==> config.mk <==
export PLATFORM = sky130hd
export DESIGN_NAME = if_stage_flat
export DESIGN_NICKNAME = d
export VERILOG_FILES = /design/src/rtl/if_stage_pkg.sv /design/src/rtl/if_stage_if.sv /design/src/rtl/if_stage_if_id_reg.sv /design/src/rtl/if_stage.sv /design/src/flat_wrapper.sv
export SDC_FILE = /design/constraint.sdc
export NUM_CORES = 1
export LEC_CHECK = 0
export BUFFER_PORTS_ARGS = -buffer_cell sky130_fd_sc_hd__buf_2
export CAP_MARGIN = 20
export CORE_MARGIN = 10
export CORE_UTILIZATION = 50
export DETAILED_ROUTE_END_ITERATION = 12
export PLACE_DENSITY = 0.8
export SYNTH_ARGS = -nofsm -noshare
export SYNTH_HDL_FRONTEND = slang
export SYNTH_SLANG_ARGS = --single-unit
==> constraint.sdc <==
create_clock -name clk -period 1.8 [get_ports clk]
set_input_delay 0.36 -clock clk [delete_from_list [all_inputs] [get_ports clk]]
set_output_delay 0.36 -clock clk [all_outputs]
set_load 0.05 [all_outputs]
==> src/rtl/if_stage_pkg.sv <==
`default_nettype none
// ============================================================================
// Module      : if_stage_pkg
// Description : Shared constants, FSM encoding and types for the fetch stage.
// Revision    : 1.0 - initial release
// ============================================================================
package if_stage_pkg;

    // Default first fetch address and default bubble instruction
    localparam logic [31:0] c_RESET_PC_DEFAULT = 32'h0000_0000;
    localparam logic [31:0] c_NOP_INST_DEFAULT = 32'h0000_0000;

    // Fetch FSM encoding
    localparam int          c_STATE_W = 2;
    localparam logic [1:0]  c_ST_RUN  = 2'd0;  // request outstanding at pc
    localparam logic [1:0]  c_ST_FULL = 2'd1;  // skid entry occupied, no request
    localparam logic [1:0]  c_ST_DROP = 2'd2;  // stale request, its data is discarded

    // One fetched instruction with its address
    typedef struct packed {
        logic [31:0] pc;
        logic [31:0] inst;
    } fetch_entry_t;

    // Redirect targets are forced onto a word boundary
    function automatic logic [31:0] word_align(input logic [31:0] addr);
        return addr & ~32'h0000_0003;
    endfunction

endpackage
`default_nettype wire

==> src/rtl/if_stage_if.sv <==
`default_nettype none
// ============================================================================
// Module      : if_stage_if
// Description : Instruction memory request/ack bus between fetch and memory.
// Revision    : 1.0 - initial release
// ============================================================================
interface if_stage_if;

    logic        imem_req_o;
    logic [31:0] imem_addr_o;
    logic        imem_ack_i;
    logic [31:0] imem_rdata_i;

    // Fetch side issues requests
    modport master (
        output imem_req_o,
        output imem_addr_o,
        input  imem_ack_i,
        input  imem_rdata_i
    );

    // Memory side answers them
    modport slave (
        input  imem_req_o,
        input  imem_addr_o,
        output imem_ack_i,
        output imem_rdata_i
    );

endinterface
`default_nettype wire

==> src/rtl/if_stage_if_id_reg.sv <==
`default_nettype none
// ============================================================================
// Module      : if_id_reg
// Description : IF/ID pipeline register with load, bubble and hold controls.
// Revision    : 1.0 - initial release
// ============================================================================
module if_id_reg
    import if_stage_pkg::*;
#(
    parameter logic [31:0] NOP_INST = c_NOP_INST_DEFAULT
) (
    input  wire logic        clk,
    input  wire logic        rst,
    input  wire logic        load,      // capture a real instruction
    input  wire logic        bubble,    // insert NOP, valid=0
    input  wire logic [31:0] pc_i,
    input  wire logic [31:0] inst_i,
    output logic [31:0]      id_pc_o,
    output logic [31:0]      id_inst_o,
    output logic             id_valid_o
);

    // Load beats bubble; with neither asserted the register holds
    always_ff @(posedge clk) begin
        if (rst) begin
            id_pc_o    <= 32'h0000_0000;
            id_inst_o  <= NOP_INST;
            id_valid_o <= 1'b0;
        end else if (load) begin
            id_pc_o    <= pc_i;
            id_inst_o  <= inst_i;
            id_valid_o <= 1'b1;
        end else if (bubble) begin
            id_pc_o    <= pc_i;
            id_inst_o  <= NOP_INST;
            id_valid_o <= 1'b0;
        end
    end

endmodule
`default_nettype wire

==> src/rtl/if_stage.sv <==
`default_nettype none
// ============================================================================
// Module      : if_stage
// Description : Instruction fetch stage with one-entry skid buffer for
//               stalls and stale-request dropping on redirects.
// Revision    : 1.0 - initial release
// ============================================================================
module if_stage
    import if_stage_pkg::*;
#(
    parameter logic [31:0] RESET_PC = c_RESET_PC_DEFAULT,
    parameter logic [31:0] NOP_INST = c_NOP_INST_DEFAULT
) (
    input  wire logic        clk,
    input  wire logic        rst,
    input  wire logic        stall_i,
    input  wire logic        branch_flag_i,
    input  wire logic [31:0] branch_target_address_i,
    if_stage_if.master       imem,
    output logic [31:0]      id_pc_o,
    output logic [31:0]      id_inst_o,
    output logic             id_valid_o
);

    logic [c_STATE_W-1:0] r_state;
    logic [c_STATE_W-1:0] w_state_next;
    logic [31:0]          r_pc;
    logic [31:0]          r_redir_pc;
    fetch_entry_t         r_skid;

    logic                 w_redirect;
    logic [31:0]          w_target;
    logic [31:0]          w_pc_inc;
    logic                 w_ack;

    logic                 w_pc_load;
    logic [31:0]          w_pc_next;
    logic                 w_redir_load;
    logic                 w_skid_load;
    logic                 w_id_load;
    logic                 w_id_bubble;
    logic [31:0]          w_id_pc;
    logic [31:0]          w_id_inst;

    // A stalled decode cannot accept a redirect, so it waits
    assign w_redirect = branch_flag_i & ~stall_i;
    assign w_target   = word_align(branch_target_address_i);
    assign w_pc_inc   = r_pc + 32'd4;
    assign w_ack      = imem.imem_ack_i;

    // No request in FULL, and none while reset is held
    assign imem.imem_req_o  = ~rst & (r_state != c_ST_FULL);
    assign imem.imem_addr_o = r_pc;

    // FSM state register
    always_ff @(posedge clk) begin
        if (rst) r_state <= c_ST_RUN;
        else     r_state <= w_state_next;
    end

    // FSM next-state logic
    always_comb begin
        w_state_next = r_state;
        case (r_state)
            c_ST_RUN: begin
                if (w_redirect)          w_state_next = w_ack ? c_ST_RUN : c_ST_DROP;
                else if (stall_i && w_ack) w_state_next = c_ST_FULL;
                else                     w_state_next = c_ST_RUN;
            end
            c_ST_FULL: begin
                if (w_redirect || !stall_i) w_state_next = c_ST_RUN;
            end
            c_ST_DROP: begin
                if (w_ack) w_state_next = c_ST_RUN;
            end
            default: w_state_next = c_ST_RUN;
        endcase
    end

    // FSM output decode: pc/redir/skid updates and IF/ID controls
    always_comb begin
        w_pc_load    = 1'b0;
        w_pc_next    = w_pc_inc;
        w_redir_load = 1'b0;
        w_skid_load  = 1'b0;
        w_id_load    = 1'b0;
        w_id_bubble  = 1'b0;
        w_id_pc      = r_pc;
        w_id_inst    = imem.imem_rdata_i;
        case (r_state)
            c_ST_RUN: begin
                if (w_redirect) begin
                    // Any data returning this cycle belongs to the wrong path
                    w_id_bubble = 1'b1;
                    if (w_ack) begin
                        w_pc_load = 1'b1;
                        w_pc_next = w_target;
                    end else begin
                        w_redir_load = 1'b1;
                    end
                end else if (stall_i) begin
                    if (w_ack) begin
                        w_skid_load = 1'b1;
                        w_pc_load   = 1'b1;
                    end
                end else if (w_ack) begin
                    w_id_load = 1'b1;
                    w_pc_load = 1'b1;
                end else begin
                    w_id_bubble = 1'b1;
                end
            end
            c_ST_FULL: begin
                if (w_redirect) begin
                    w_id_bubble = 1'b1;
                    w_pc_load   = 1'b1;
                    w_pc_next   = w_target;
                end else if (!stall_i) begin
                    w_id_load = 1'b1;
                    w_id_pc   = r_skid.pc;
                    w_id_inst = r_skid.inst;
                end
            end
            c_ST_DROP: begin
                if (w_redirect)   w_redir_load = 1'b1;
                if (!stall_i)     w_id_bubble  = 1'b1;
                if (w_ack) begin
                    // A redirect arriving with the ack wins over the stored one
                    w_pc_load = 1'b1;
                    w_pc_next = w_redirect ? w_target : r_redir_pc;
                end
            end
            default: ;
        endcase
    end

    // Fetch address, pending redirect target and skid entry
    always_ff @(posedge clk) begin
        if (rst) begin
            r_pc       <= RESET_PC;
            r_redir_pc <= RESET_PC;
            r_skid     <= '0;
        end else begin
            if (w_pc_load)    r_pc       <= w_pc_next;
            if (w_redir_load) r_redir_pc <= w_target;
            if (w_skid_load)  r_skid     <= '{pc: r_pc, inst: imem.imem_rdata_i};
        end
    end

    if_id_reg #(
        .NOP_INST (NOP_INST)
    ) u_if_id_reg (
        .clk        (clk),
        .rst        (rst),
        .load       (w_id_load),
        .bubble     (w_id_bubble),
        .pc_i       (w_id_pc),
        .inst_i     (w_id_inst),
        .id_pc_o    (id_pc_o),
        .id_inst_o  (id_inst_o),
        .id_valid_o (id_valid_o)
    );

endmodule
`default_nettype wire

==> src/flat_wrapper.sv <==
// flat-port wrapper written by rule: the top's interface ports become plain ports
module if_stage_flat import if_stage_pkg::*;
#(
    parameter logic [31:0] RESET_PC = c_RESET_PC_DEFAULT,
    parameter logic [31:0] NOP_INST = c_NOP_INST_DEFAULT
)
  (clk, rst, stall_i, branch_flag_i, branch_target_address_i, id_pc_o, id_inst_o, id_valid_o, imem_imem_req_o, imem_imem_addr_o, imem_imem_ack_i, imem_imem_rdata_i);
  if_stage_if imem_i ();
  input  wire logic clk;
  input  wire logic rst;
  input  wire logic stall_i;
  input  wire logic branch_flag_i;
  input  wire logic [31:0] branch_target_address_i;
  output logic [31:0] id_pc_o;
  output logic [31:0] id_inst_o;
  output logic id_valid_o;
  output wire logic [$bits(imem_i.imem_req_o)-1:0] imem_imem_req_o;
  output wire logic [$bits(imem_i.imem_addr_o)-1:0] imem_imem_addr_o;
  input wire logic [$bits(imem_i.imem_ack_i)-1:0] imem_imem_ack_i;
  input wire logic [$bits(imem_i.imem_rdata_i)-1:0] imem_imem_rdata_i;
  assign imem_imem_req_o = imem_i.imem_req_o;
  assign imem_imem_addr_o = imem_i.imem_addr_o;
  assign imem_i.imem_ack_i = imem_imem_ack_i;
  assign imem_i.imem_rdata_i = imem_imem_rdata_i;
  if_stage #(.RESET_PC(RESET_PC), .NOP_INST(NOP_INST)) u_core (.clk(clk), .rst(rst), .stall_i(stall_i), .branch_flag_i(branch_flag_i), .branch_target_address_i(branch_target_address_i), .imem(imem_i), .id_pc_o(id_pc_o), .id_inst_o(id_inst_o), .id_valid_o(id_valid_o));
endmodule
# After elaboration in Yosys (flattened, before gate mapping)
# Index checks and enable logic that the tools add are counted.
# totals
latch_bits	0
in_bits	69
mem_count	0
rom_bits	0
output_inout_bits	98
ramBits	0
regBits	193
word_cells	66
# op_classes
n_lt_le_gt_ge	0
bitwise_logic	4
n_eq_ne	5
n_shift	0
n_addsub	1
n_reduce_logical	7
n_mul	0
div_mod_pow	0
mux	41
# ops
cell	n
32-bit two-way mux	15
32-bit one-hot mux with 3 select lines	1
32-bit by 3-bit adder with 32-bit output (second input constant)	1
1-bit two-way mux	16
2-bit two-way mux	4
1-bit one-hot mux with 2 select lines	3
2-bit one-hot mux with 3 select lines	1
2-bit by 1-bit inequality test with 1-bit output (second input constant)	2
1-bit one-hot mux with 3 select lines	1
1-bit bitwise AND	2
2-bit by 1-bit equality test with 1-bit output (second input constant)	1
2-bit equality test (second input constant)	1
2-bit zero test	1
2-bit inequality test (second input constant)	1
1-bit inverter	2
2-bit AND reduction	1
2-bit nonzero test	1
2-bit OR reduction	1
1-bit logical AND	1
1-bit zero test	1
1-bit logical OR	1

# Longest topological paths before layout
# Gate-level depths: netlist of run 1.
# depth
word_depth	6
mapped_depth	8
mapped_depth_nobuf	6

# Cells and area by module
# A second synthesis of run 1 with hierarchy kept.
# unflattened
cells_unflattened	1201
hier_area_um2	9500.4
# by_module_without_submodules
module	instances	area_per_inst_um2	seq_area_each_um2	cells_each
if_stage	1	6630.1	2482.4	908
if_id_reg	1	2870.3	1301.2	293

# Worst setup path after synthesis of run 1
# No wires, ideal clock.
# synth_path
path_type	flip-flop to flip-flop
from	reg u_core.r_pc[6], in the netlist u_core.imem.imem_addr_o[6]
to	reg u_core.r_pc[17], in the netlist u_core.imem.imem_addr_o[17]
n_path_buf	2
period_less_slack_ns	2.386
setup_slack_ns	-0.586
path_stages_with_launch	8
required_ns	1.670
setup_time_ns	0.130
t_arrival_ns	2.256
cell_sequence	dfxtp_1 -> clkbuf_1 -> nand4_1 -> or4_1 -> clkbuf_2 -> or3_2 -> a21oi_1 -> o32ai_1
# synth_between
elab_chain_cells	4
elab_cells_between_ends	6
classes_between	1 x add/sub; 5 x mux
# synth_rtl
item	line	text
start, declared	if_stage.sv:27	logic [31:0] r_pc;
start signal, assigned	if_stage.sv:144	if (w_pc_load) r_pc <= w_pc_next;
32-bit by 3-bit adder with 32-bit output *	if_stage.sv:48	assign w_pc_inc = r_pc + 32'd4;
32-bit two-way mux	if_stage.sv:95	if (w_ack) begin
32-bit two-way mux	if_stage.sv:92	if (w_redirect) begin
32-bit one-hot mux with 3 select lines *	if_stage.sv:90	case (r_state)
# Mark *: on every way between the ends. The rest lies on a longest branch, timed or not.
# A chain may end at the register's enable or synchronous reset.

# Worst setup path after layout of run 1
# layout_path
from	reg u_core.r_pc[4], in the netlist u_core.imem.imem_addr_o[4]
to	reg u_core.r_pc[19], in the netlist u_core.imem.imem_addr_o[19]
# Same word-level chain as after synthesis.

==> results of run 1 <==
-- critical path, cell delays in order (launching register included) --
cell and delay, ps:
dfxtp_4 340, nand4_1 210, or4_4 550, or4_1 430, a31oi_1 230, a21o_1 110
-- sequential cells by signal, summed over array words and instances, names as in the netlist --
name                           count
u_core.u_if_id_reg.id_pc_o        30
u_core.u_if_id_reg.id_inst_o      32
u_core.imem.imem_addr_o           30
u_core.u_if_id_reg.id_valid_o      1
u_core.r_skid                     62
u_core.r_state                     2
u_core.r_redir_pc                 30
-- stage by stage --
| stage | hold WS [ps] | instance area [sq um] |
|---|---|---|
| after global placement | 438 | 10700 |
| after global routing | 174 | 12200 |
| after CTS | 154 | 11800 |
| after detailed placement | 443 | 10700 |
| final | 166 | 12200 |
| after floorplan | 433 | 9010 |
-- repair_timing --
action	in CTS	in global routing
setup endpoints to repair	146	149
pin swaps	20	34
setup buffers	9	11
resized for setup	54	85
hold buffers	0	0
gates cloned	6	0
-- area by class of cell --
type / count / area share [%]
multi-input cells: 814 / 43.0
well taps: 225 / 2.30
clock inverters: 15 / 1.27
flip-flops and latches: 187 / 31.2
inverters: 11 / 0.338
repair buffers: 309 / 18.4
clock buffers: 17 / 3.48
-- worst paths after layout --
path / slack [ps] / to / from
worst max-delay path: -130 / u_core.imem.imem_addr_o[19]$_SDFFE_PP0P_ / u_core.imem.imem_addr_o[4]$_SDFFE_PP0P_
worst min-delay path: 170 / u_core.r_skid[8]$_SDFFE_PP0P_ / imem_imem_rdata_i[8]
worst max register to register: -130 / u_core.imem.imem_addr_o[19]$_SDFFE_PP0P_ / u_core.imem.imem_addr_o[4]$_SDFFE_PP0P_
worst min register to register: 460 / u_core.r_skid[43]$_SDFFE_PP0P_ / u_core.r_skid[43]$_SDFFE_PP0P_
-- where the power goes --
group	total, uW	internal, uW	switching (uW)
Combinational	1970	690	1280
Clock	3670	1850	1820
Sequential	4440	4310	129
-- layer usage --
layer	track usage, %	up-vias	share of wire (%)
li1	-	4408	-
met1	31.4	4493	41
met2	37.9	505	47
met3	5.08	94	8.8
met4	9.67	0	3.3
met5	0	-	0
-- cell families (layout without fill, tap and decap cells) --
logic type | Yosys count | count (layout)
DFF | 187 | 187
and+or+nand+nor | 426 | 426
adders and majority gates | 2 | 2
muxes | 70 | 70
other | 1 | 4
AOI/OAI and AO/OA | 301 | 301
xor gates and xnor gates | 11 | 11
buffers and inverters | 113 | 352
-- synthesized netlist by cell type, drive strengths merged, types with 5 or more instances --
cell / instances / area share, %
nand2: 242 / 10
dfxtp: 187 / 42
a21oi: 119 / 6.7
nor2: 88 / 3.7
clkbuf: 83 / 3.5
mux2i: 37 / 4.2
a211oi: 35 / 3.0
a22oi: 34 / 2.9
mux2: 33 / 4.2
o21ai: 27 / 1.5
buf: 19 / 1.2
nor3: 19 / 1.1
a31oi: 15 / 1.1
nand3: 15 / 0.85
nand4: 13 / 1.1
inv: 11 / 0.47
nor4: 9 / 0.64
o211ai: 8 / 0.68
o22ai: 8 / 0.56
and3: 6 / 0.42
o221ai: 6 / 0.59
xnor2: 6 / 0.59
a32oi: 5 / 0.49
nand2b: 5 / 0.35
o22a: 5 / 0.49
or3: 5 / 0.38
xor2: 5 / 0.49
==> impl_metrics.csv, run 1 <==
group,metric,value,unit
outcome,status,"finished with violations",
outcome,violations,"negative setup slack",
place,io_buffer_count,160,
clocking,cts_tree,"done",
power_and_ir_drop,power.density,824,nW/um^2
grt,grt_usage,24.1,%
detailed_routing,drc_errors,0,
clocking,clockBufferDepth,2,
sta,layout_setup_ws,-127,ps
detailed_routing,drt_iter0_markers,985,
clocking,cts-buffers-inserted,17,
floorplanning,die_width,153,um
detailed_routing,avgViaCountPerCell,6.02,
power_and_ir_drop,p_leak,0.00487,uW
floorplanning,initial_core_util,51.1,%
yosys,yosysUniqueCellTypes,69,
detailed_routing,vias,9500,
grt,grt_max_degree,63,
yosys,yosys-mux-area-fraction,8.37,%
place,hpwl,20700,um
cells_and_area,finalNonFillerCells,1578,
yosys,synth-simple-area-share,20.9,%
power_and_ir_drop,irDropWorstVdd,0.000878,V
sta,slew_headroom,60.9,%
grt,grt_first_pass_wirelength,46500,um
critical_path,cp_data_required_time,2170,ps
sta,rsz0062_at_grt,"yes",
sta,skew,13.7,ps
detailed_routing,routedWlPerCell,19.7,um
floorplanning,die_area,23500,sq um
floorplanning,num_rows,48,
critical_path,crit_fanout,6,
floorplanning,die_h,153,um
yosys,ys_ff_latch,187,
cells_and_area,mostFrequentLayoutCell,"nand2_1",
yosys,yosysWarnings,0,
yosys,async_reset_ff_share,0,%
critical_path,worstPathArrival,2300,ps
grt,gr-total-overflow,0,
cells_and_area,seqCellArea,3820,sq um
job,cap_violations,0,
floorplanning,core,17400,sq um
yosys,synth_xor_area_share,1.09,%
place,dpl.cell_count,1522,
clocking,clock-sinks,187,
yosys,ys_seq_area_share,42.2,%
detailed_routing,ant_nets,0,
detailed_routing,dr.pass1.iters,8,
floorplanning,io_pins,167,
clocking,clk_pin_slew_worst_paths,80,ps
sta,finalCritPeriodShare,107,%
yosys,synth-adder-area-share,0.282,%
critical_path,cp-end-kind,"flop",
sta,maxSlewViolCount,0,
yosys,synth_edf_count,0,
yosys,synth_ff_type,"dfxtp_1",
yosys,synth_compound_area_share,21.9,%
cells_and_area,fill_cells,1281,
critical_path,path_class,"flop to flop",
yosys,netlist_area,8860,sq um
cells_and_area,post-route-util,70.5,%
detailed_routing,drt-total-wl,31000,um
sta,setup_viol,6,
sta,finalHoldViolations,0,
critical_path,rr_worst_depth,5,
sta,worstMarginPinSlew,587,ps
cells_and_area,area_growth,38.0,%
cells_and_area,antenna-diode-count,0,
cells_and_area,multiInputGateArea,5260,sq um
critical_path,critPathLaunchType,"flop",
clocking,cts-root-buf,"clkbuf_16",
yosys,syn_area_per_cell,7.98,sq um
sta,finalSetupTns,-287,ps
clocking,htree_levels,4,
grt,antenna_found_initial,0,
clocking,clock_latency,440,ps
place,place_congestion,1.02,
cells_and_area,nNetsFinal,1411,
worst_hold_path,hold_path.class,"primary input to flop",
place,dpl_worst_slack,-326,ps
cells_and_area,final_cell_mix,"240 x nand2_1, 160 x dfxtp_1, 158 x buf_2",
sta,period_minus_slack,1930,ps
cells_and_area,drive_gt1_share,36.1,%
grt,grt_pass1_vias,8598,
sta,max_freq,0.519,GHz
yosys,synth_top_family_by_area,"compound AO/OA/AOI/OAI gates",
power_and_ir_drop,total_power,10100,uW
worst_hold_path,min_path_cells,3,
yosys,synth_cells,1111,
(Power assumes the default switching activity.)
==> run 2: changes to the inputs <==
BUFFER_PORTS_ARGS = not set   (was -buffer_cell sky130_fd_sc_hd__buf_2)
CORE_UTILIZATION = 55   (was 50)
DONT_BUFFER_PORTS = 1   (was not set)
PLACE_DENSITY = 0.77   (was 0.8)
==> run 2 against run 1 <==
Effect of this change:
- the flow still finishes with violations (negative setup slack)
- non-clock buffer count fell by 162
- final cell count fell by 11%
- sequential power up 5.4%
- worst hold slack got worse by 140 ps
- largest cell class unchanged
==> impl_metrics.csv, run 2 (synthesis results as in run 1) <==
group,metric,value,unit
detailed_routing,drt-total-wl,30400,um
cells_and_area,mostFrequentLayoutCell,"nand2_1",
critical_path,crit_path_start,"u_core.imem.imem_addr_o[6]$_SDFFE_PP0P_",
floorplanning,die_h,147,um
sta,finalCritPeriodShare,113,%
detailed_routing,vias,8892,
sta,period_minus_slack,2030,ps
sta,rsz0062_at_grt,"yes",
sta,skew,11.2,ps
floorplanning,num_rows,46,
grt,grt_pass1_vias,7874,
grt,antenna_found_initial,0,
critical_path,critPathMaxStageDelay,540,ps
cells_and_area,fill_cells,1161,
worst_hold_path,hold_path.class,"primary input to flop",
critical_path,crit_fanout,5,
clocking,cts-buffers-inserted,17,
detailed_routing,avgViaCountPerCell,6.32,
place,place_congestion,0.949,
place,io_buffer_count,0,
sta,layout_setup_ws,-226,ps
sta,setup_viol,13,
clocking,htree_levels,4,
cells_and_area,registers.top_by_ff_count,"u_core.r_skid",
clocking,clk_pin_slew_worst_paths,70,ps
critical_path,r2r_slack,-230,ps
critical_path,path_class,"flop to flop",
critical_path,cp_cell_sequence,"nand4_1, or4_4, or4_1, a31oi_1, a21o_1",
power_and_ir_drop,irDropWorstVdd,0.000705,V
cells_and_area,largest_reg_flops,62,
detailed_routing,ant_nets,0,
grt,grt_max_degree,184,
sta,finalHoldViolations,0,
critical_path,cp_data_required_time,2170,ps
cells_and_area,area_growth,28.6,%
power_and_ir_drop,total_power,9700,uW
cells_and_area,nNetsFinal,1249,
worst_hold_path,hold_path_end,"u_core.r_redir_pc[25]$_SDFFE_PP0P_",
place,dpl.cell_count,1333,
cells_and_area,drive_gt1_share,27.0,%
critical_path,critPathLaunchType,"flop",
grt,gr-total-overflow,0,
outcome,status,"finished with violations",
floorplanning,initial_core_util,56.0,%
floorplanning,core,15800,sq um
place,hpwl,19200,um
clocking,clock-sinks,187,
cells_and_area,final_cell_mix,"241 x nand2_1, 160 x dfxtp_1, 115 x a21oi_1",
critical_path,cp-end-kind,"flop",
cells_and_area,antenna-diode-count,0,
detailed_routing,drc_errors,0,
sta,maxSlewViolCount,0,
sta,max_freq,0.494,GHz
power_and_ir_drop,power.density,851,nW/um^2
detailed_routing,dr.pass1.iters,7,
critical_path,rr_worst_depth,5,
worst_hold_path,min_path_cells,1,
power_and_ir_drop,p_leak,0.00412,uW
cells_and_area,reg_top3,"u_core.r_skid (62), u_core.u_if_id_reg.id_inst_o (32)",
critical_path,reg2reg_to,"u_core.imem.imem_addr_o[19]$_SDFFE_PP0P_",
floorplanning,die_area,21600,sq um
detailed_routing,routedWlPerCell,21.6,um
grt,grt_first_pass_wirelength,44400,um
floorplanning,io_pins,167,
cells_and_area,finalNonFillerCells,1407,
critical_path,critical-path-slowest-cell,"or4_4",
outcome,violations,"negative setup slack",
clocking,clock_latency,430,ps
sta,worstMarginPinSlew,693,ps
worst_hold_path,min-delay-start,"rst",
clocking,clockBufferDepth,2,
floorplanning,die_width,147,um
critical_path,worstPathArrival,2400,ps
critical_path,r2r-start,"u_core.imem.imem_addr_o[6]$_SDFFE_PP0P_",
clocking,cts-root-buf,"clkbuf_16",
sta,slew_headroom,53.5,%
clocking,cts_tree,"done",
job,cap_violations,0,
grt,grt_usage,25.4,%
detailed_routing,drt_iter0_markers,1151,
-- run 2: cell count changes in the layout (fill, tap and decap cells not counted), moves of 4 or more --
cell     previous run  this run
buf_2             158         0
nor3_2              2         7
buf_16              7         1
buf_4             120       109
buf_6              12        16
nor2_2              5         1
a22oi_2            29        23
nor3_1             14        10
buf_12             11        16
a22oi_1             5        11
-- run 2: cell type report --
| type | count | area [sq um] | share of cell area (%) |
|---|---|---|---|
| clock buffer | 20 | 447 | 3.92 |
| tap | 216 | 270 | 2.37 |
| clock inverter | 12 | 106 | 0.933 |
| sequential | 187 | 3820 | 33.5 |
| timing repair buffer | 147 | 1460 | 12.8 |
| multi-input combinational | 814 | 5260 | 46.1 |
| inverter | 11 | 41.3 | 0.362 |
-- run 2: critical path, delay by kind of cell (launching register included) --
kind | cells | cell delay, ps
compound gates | 2 | 410
flops | 1 | 340
simple gates | 3 | 1210
-- run 2: repair_timing --
item	CTS	global route
resized for setup	50	93
pin swaps	20	29
endpoints found under the hold margin	28	38
setup endpoints to repair	77	81
cloned	4	2
setup buffers	16	21
-- run 2: stage by stage --
stage               setup slack [ps]  hold slack [ps]  util (%)  area, sq um  TNS, ps
detailed placement              -269              439      62.0         9810   -12000
CTS                             -128            -13.8      68.2        10800    -1220
floorplan                       -244              433         -         9010    -1060
finish                          -226             25.2      72.0        11400     -855
global route                    -227             14.3      72.0        11400    -1700
global placement                -198              433      62.0         9810   -10700
-- run 2: worst max-delay path by stage --
stage / end / slack, ps / depth (start not counted)
detailed placement: u_core.u_if_id_reg.id_inst_o[1]$_SDFFE_PP0P_ / -270 / 7
global route: u_core.imem.imem_addr_o[19]$_SDFFE_PP0P_ / -230 / 5
global placement: u_core.u_if_id_reg.id_inst_o[3]$_SDFFE_PP0P_ / -200 / 7
finish: u_core.imem.imem_addr_o[19]$_SDFFE_PP0P_ / -230 / 5
CTS: u_core.imem.imem_addr_o[18]$_SDFFE_PP0P_ / -130 / 5
floorplan: u_core.imem.imem_addr_o[17]$_SDFFE_PP0P_ / -240 / 7
-- run 2: per-layer routing --
layer	vias up	wire (um)	GRT usage, %
met5	-	0	0
met3	98	3520	7.34
li1	4071	-	-
met2	521	14100	39.2
met1	4202	11800	32.8
met4	0	983	9.61
-- run 2: where the power goes --
part	internal [uW]	switching [uW]	leakage, uW
logic	586	895	0.00231
registers	4310	365	0.00154
clock network	1840	1690	0.000267
==> run 3: changes to the inputs <==
ABC_AREA = 1   (was not set)
CORE_ASPECT_RATIO = 1.5   (was not set)
REMOVE_ABC_BUFFERS = 1   (was not set)
==> run 3 against run 2 <==
Effect of this change:
- the flow still finishes with violations (negative setup slack)
- synthesized cell count grew 33%
- utilization decreased by 4.0 points
- area after synthesis grew 9.2%
- total power is 10% higher
- clock power increased by 11%
==> impl_metrics.csv, run 3 <==
group,metric,value,unit
place,hpwl,20300,um
yosys,yosys-mux-area-fraction,0,%
clocking,clock-sinks,187,
yosys,synth-simple-area-share,27.7,%
cells_and_area,finalNonFillerCells,1759,
cells_and_area,reg_top3,"u_core.r_skid (62), u_core.u_if_id_reg.id_inst_o (32)",
grt,grt_first_pass_wirelength,48000,um
cells_and_area,seqCellArea,3780,sq um
critical_path,crit_fanout,8,
clocking,clockBufferDepth,2,
yosys,ys_ff_latch,187,
yosys,synth_xor_area_share,0.362,%
cells_and_area,largest_reg_flops,62,
cells_and_area,area_growth,22.0,%
floorplanning,die_width,128,um
sta,layout_setup_ws,-284,ps
yosys,synth_top_area_share,38.7,%
critical_path,cp_data_required_time,2120,ps
yosys,synth_edf_count,0,
floorplanning,die_h,182,um
yosys,yosysUniqueCellTypes,33,
place,place_congestion,0.939,
power_and_ir_drop,power.density,905,nW/um^2
floorplanning,io_pins,167,
detailed_routing,routedWlPerCell,17.7,um
sta,setup_viol,8,
yosys,yosysWarnings,0,
cells_and_area,final_cell_mix,"301 x nand2_1, 169 x o21ai_0, 168 x dfxtp_1",
yosys,ys_seq_area_share,38.7,%
sta,finalHoldViolations,0,
sta,slew_headroom,61.0,%
grt,grt_max_degree,87,
yosys,synth_compound_area_share,23.4,%
power_and_ir_drop,swShare,32.3,%
critical_path,worstPathArrival,2400,ps
critical_path,cp-end-kind,"flop",
sta,maxSlewViolCount,0,
yosys,netlist_area,9680,sq um
yosys,synth_top_family_by_area,"simple AND/OR/NAND/NOR gates",
detailed_routing,drc_errors,0,
power_and_ir_drop,p_seq_share,45.5,%
cells_and_area,fill_cells,1502,
cells_and_area,mostFrequentLayoutCell,"nand2_1",
power_and_ir_drop,p_switching,3450,uW
floorplanning,num_rows,59,
yosys,async_reset_ff_share,0,%
sta,finalCritPeriodShare,116,%
floorplanning,die_area,23400,sq um
detailed_routing,vias,10400,
sta,rsz0062_at_grt,"yes",
clocking,htree_levels,4,
yosys,syn_area_per_cell,6.55,sq um
cells_and_area,nNetsFinal,1604,
yosys,synth_top_area_cell,"dfxtp_1",
cells_and_area,drive_gt1_share,18.3,%
sta,hold_ws,45.8,ps
outcome,violations,"negative setup slack",
sta,period_minus_slack,2080,ps
yosys,yosysMostFrequentCell,"nand2_1",
clocking,clock_latency,430,ps
detailed_routing,avgViaCountPerCell,5.90,
detailed_routing,drt-total-wl,31200,um
critical_path,critPathLaunchType,"flop",
cells_and_area,antenna-diode-count,0,
power_and_ir_drop,p_leak,0.00513,uW
power_and_ir_drop,combPwrFrac,17.8,%
floorplanning,core,17300,sq um
grt,antenna_found_initial,0,
power_and_ir_drop,clockPowerShare,36.7,%
sta,worstMarginPinSlew,584,ps
power_and_ir_drop,irDropWorstVdd,0.000765,V
clocking,cts-root-buf,"clkbuf_16",
place,placed_area,10600,sq um
sta,skew,10.1,ps
worst_hold_path,hold_path.class,"primary input to flop",
grt,grt_pass1_vias,9573,
yosys,yosys-top-cells-area,"dfxtp_1 39%, nand2_1 13%, o21ai_0 9.2%",
yosys,synth_common_cells,"331 x nand2_1, 187 x dfxtp_1, 178 x o21ai_0",
yosys,synth_ff_type,"dfxtp_1",
clocking,cts-buffers-inserted,17,
place,dpl.cell_count,1712,
detailed_routing,drt_iter0_markers,811,
job,cap_violations,0,
yosys,synth_cells,1477,
cells_and_area,fin_area,11800,sq um
cells_and_area,registers.top_by_ff_count,"u_core.r_skid",
floorplanning,initial_core_util,55.8,%
grt,gr-total-overflow,0,
detailed_routing,ant_nets,0,
place,io_buffer_count,0,
sta,max_freq,0.480,GHz
critical_path,path_class,"flop to flop",
yosys,synth-adder-area-share,0.259,%
detailed_routing,dr.pass1.iters,6,
clocking,cts_tree,"done",
outcome,status,"finished with violations",
power_and_ir_drop,power.internal,7240,uW
clocking,clk_pin_slew_worst_paths,70,ps
cells_and_area,multiInputGateArea,5420,sq um
grt,grt_usage,24.9,%
## run 3: cell types whose count changed after synthesis, sizes merged, moves of 37 or more
| cell | change |
|---|---|
| nor2 | +80 |
| o21ai | +152 |
| nand3 | +91 |
| inv | +127 |
| nand2 | +90 |
| mux2i | -37 |
| o211ai | +77 |
## run 3: cell families (layout without fill, tap and decap cells)
group / after synthesis / count (layout)
XOR/XNOR: 4 / 4
AO/OA/AOI/OAI: 403 / 403
AND/OR/NAND/NOR: 644 / 644
adder cells (fa/ha/maj): 2 / 2
buffers and inverters: 236 / 302
other: 1 / 4
flip-flops: 187 / 187
## run 3: layout make-up
type	instances	area share (%)
well taps	213	2.26
repair buffers	130	10.1
flip-flops and latches	187	32.0
clock buffers	20	3.87
multi-input cells	1057	45.9
inverters	140	4.46
clock inverters	12	1.31
## run 3: per-stage QoR
step	util, %	power (uW)	setup TNS [ps]	worst slack (ps)
after floorplan	-	6050	-253700	-2330
after global placement	61.2	6640	-489	-95.7
after detailed placement	61.2	6680	-1460	-171
after CTS	65.2	10600	0	0.392
after global routing	68.1	11100	-2550	-310
final	68.1	10700	-933	-284
## run 3: what timing repair did
item,CTS,global route
endpoints found under the setup margin,21,26
hold buffers,2,0
cloned,0,0
gates resized for setup,17,129
pin swaps,2,52
setup buffers,2,11
endpoints found under the hold margin,33,0
## run 3: final timing paths
kind	start	endpoint	slack (ps)	cells past startpoint
setup / recovery	u_core.imem.imem_addr_o[2]$_SDFFE_PP0P_	u_core.imem.imem_addr_o[15]$_SDFFE_PP0P_	-280	13
hold / removal	branch_target_address_i[14]	u_core.r_redir_pc[14]$_SDFFE_PP0P_	50	2
setup reg to reg	u_core.imem.imem_addr_o[2]$_SDFFE_PP0P_	u_core.imem.imem_addr_o[15]$_SDFFE_PP0P_	-280	13
hold reg to reg	u_core.r_skid[35]$_SDFFE_PP0P_	u_core.r_skid[35]$_SDFFE_PP0P_	460	2
## run 3: power groups by stage
stage / registers, uW / logic [uW] / clock network, uW
floorplan: 5120 / 936 / 0
global placement: 4930 / 1710 / 0
detailed placement: 4930 / 1750 / 0
CTS: 4840 / 1790 / 3960
global route: 4890 / 2100 / 4140
finish: 4860 / 1900 / 3920
## run 3: critical path, cell delays in order (launching register included)
cell	delay (ps)
dfxtp_4	410
buf_4	130
nand2_1	80
nor2_1	190
nand2_1	130
nor2_2	170
buf_12	150
nand2_2	50
nand3_1	90
o21ai_0	130
nand3_1	110
nand3_1	110
nor2_1	130
a21oi_1	70
## run 3: per-layer routing
layer	GRT usage, %	up-vias	part of all wire, %
li1	-	5019	-
met4	12.5	0	4.5
met5	0	-	0
met3	5.74	107	9.5
met2	41.9	485	49
met1	28.6	4775	37
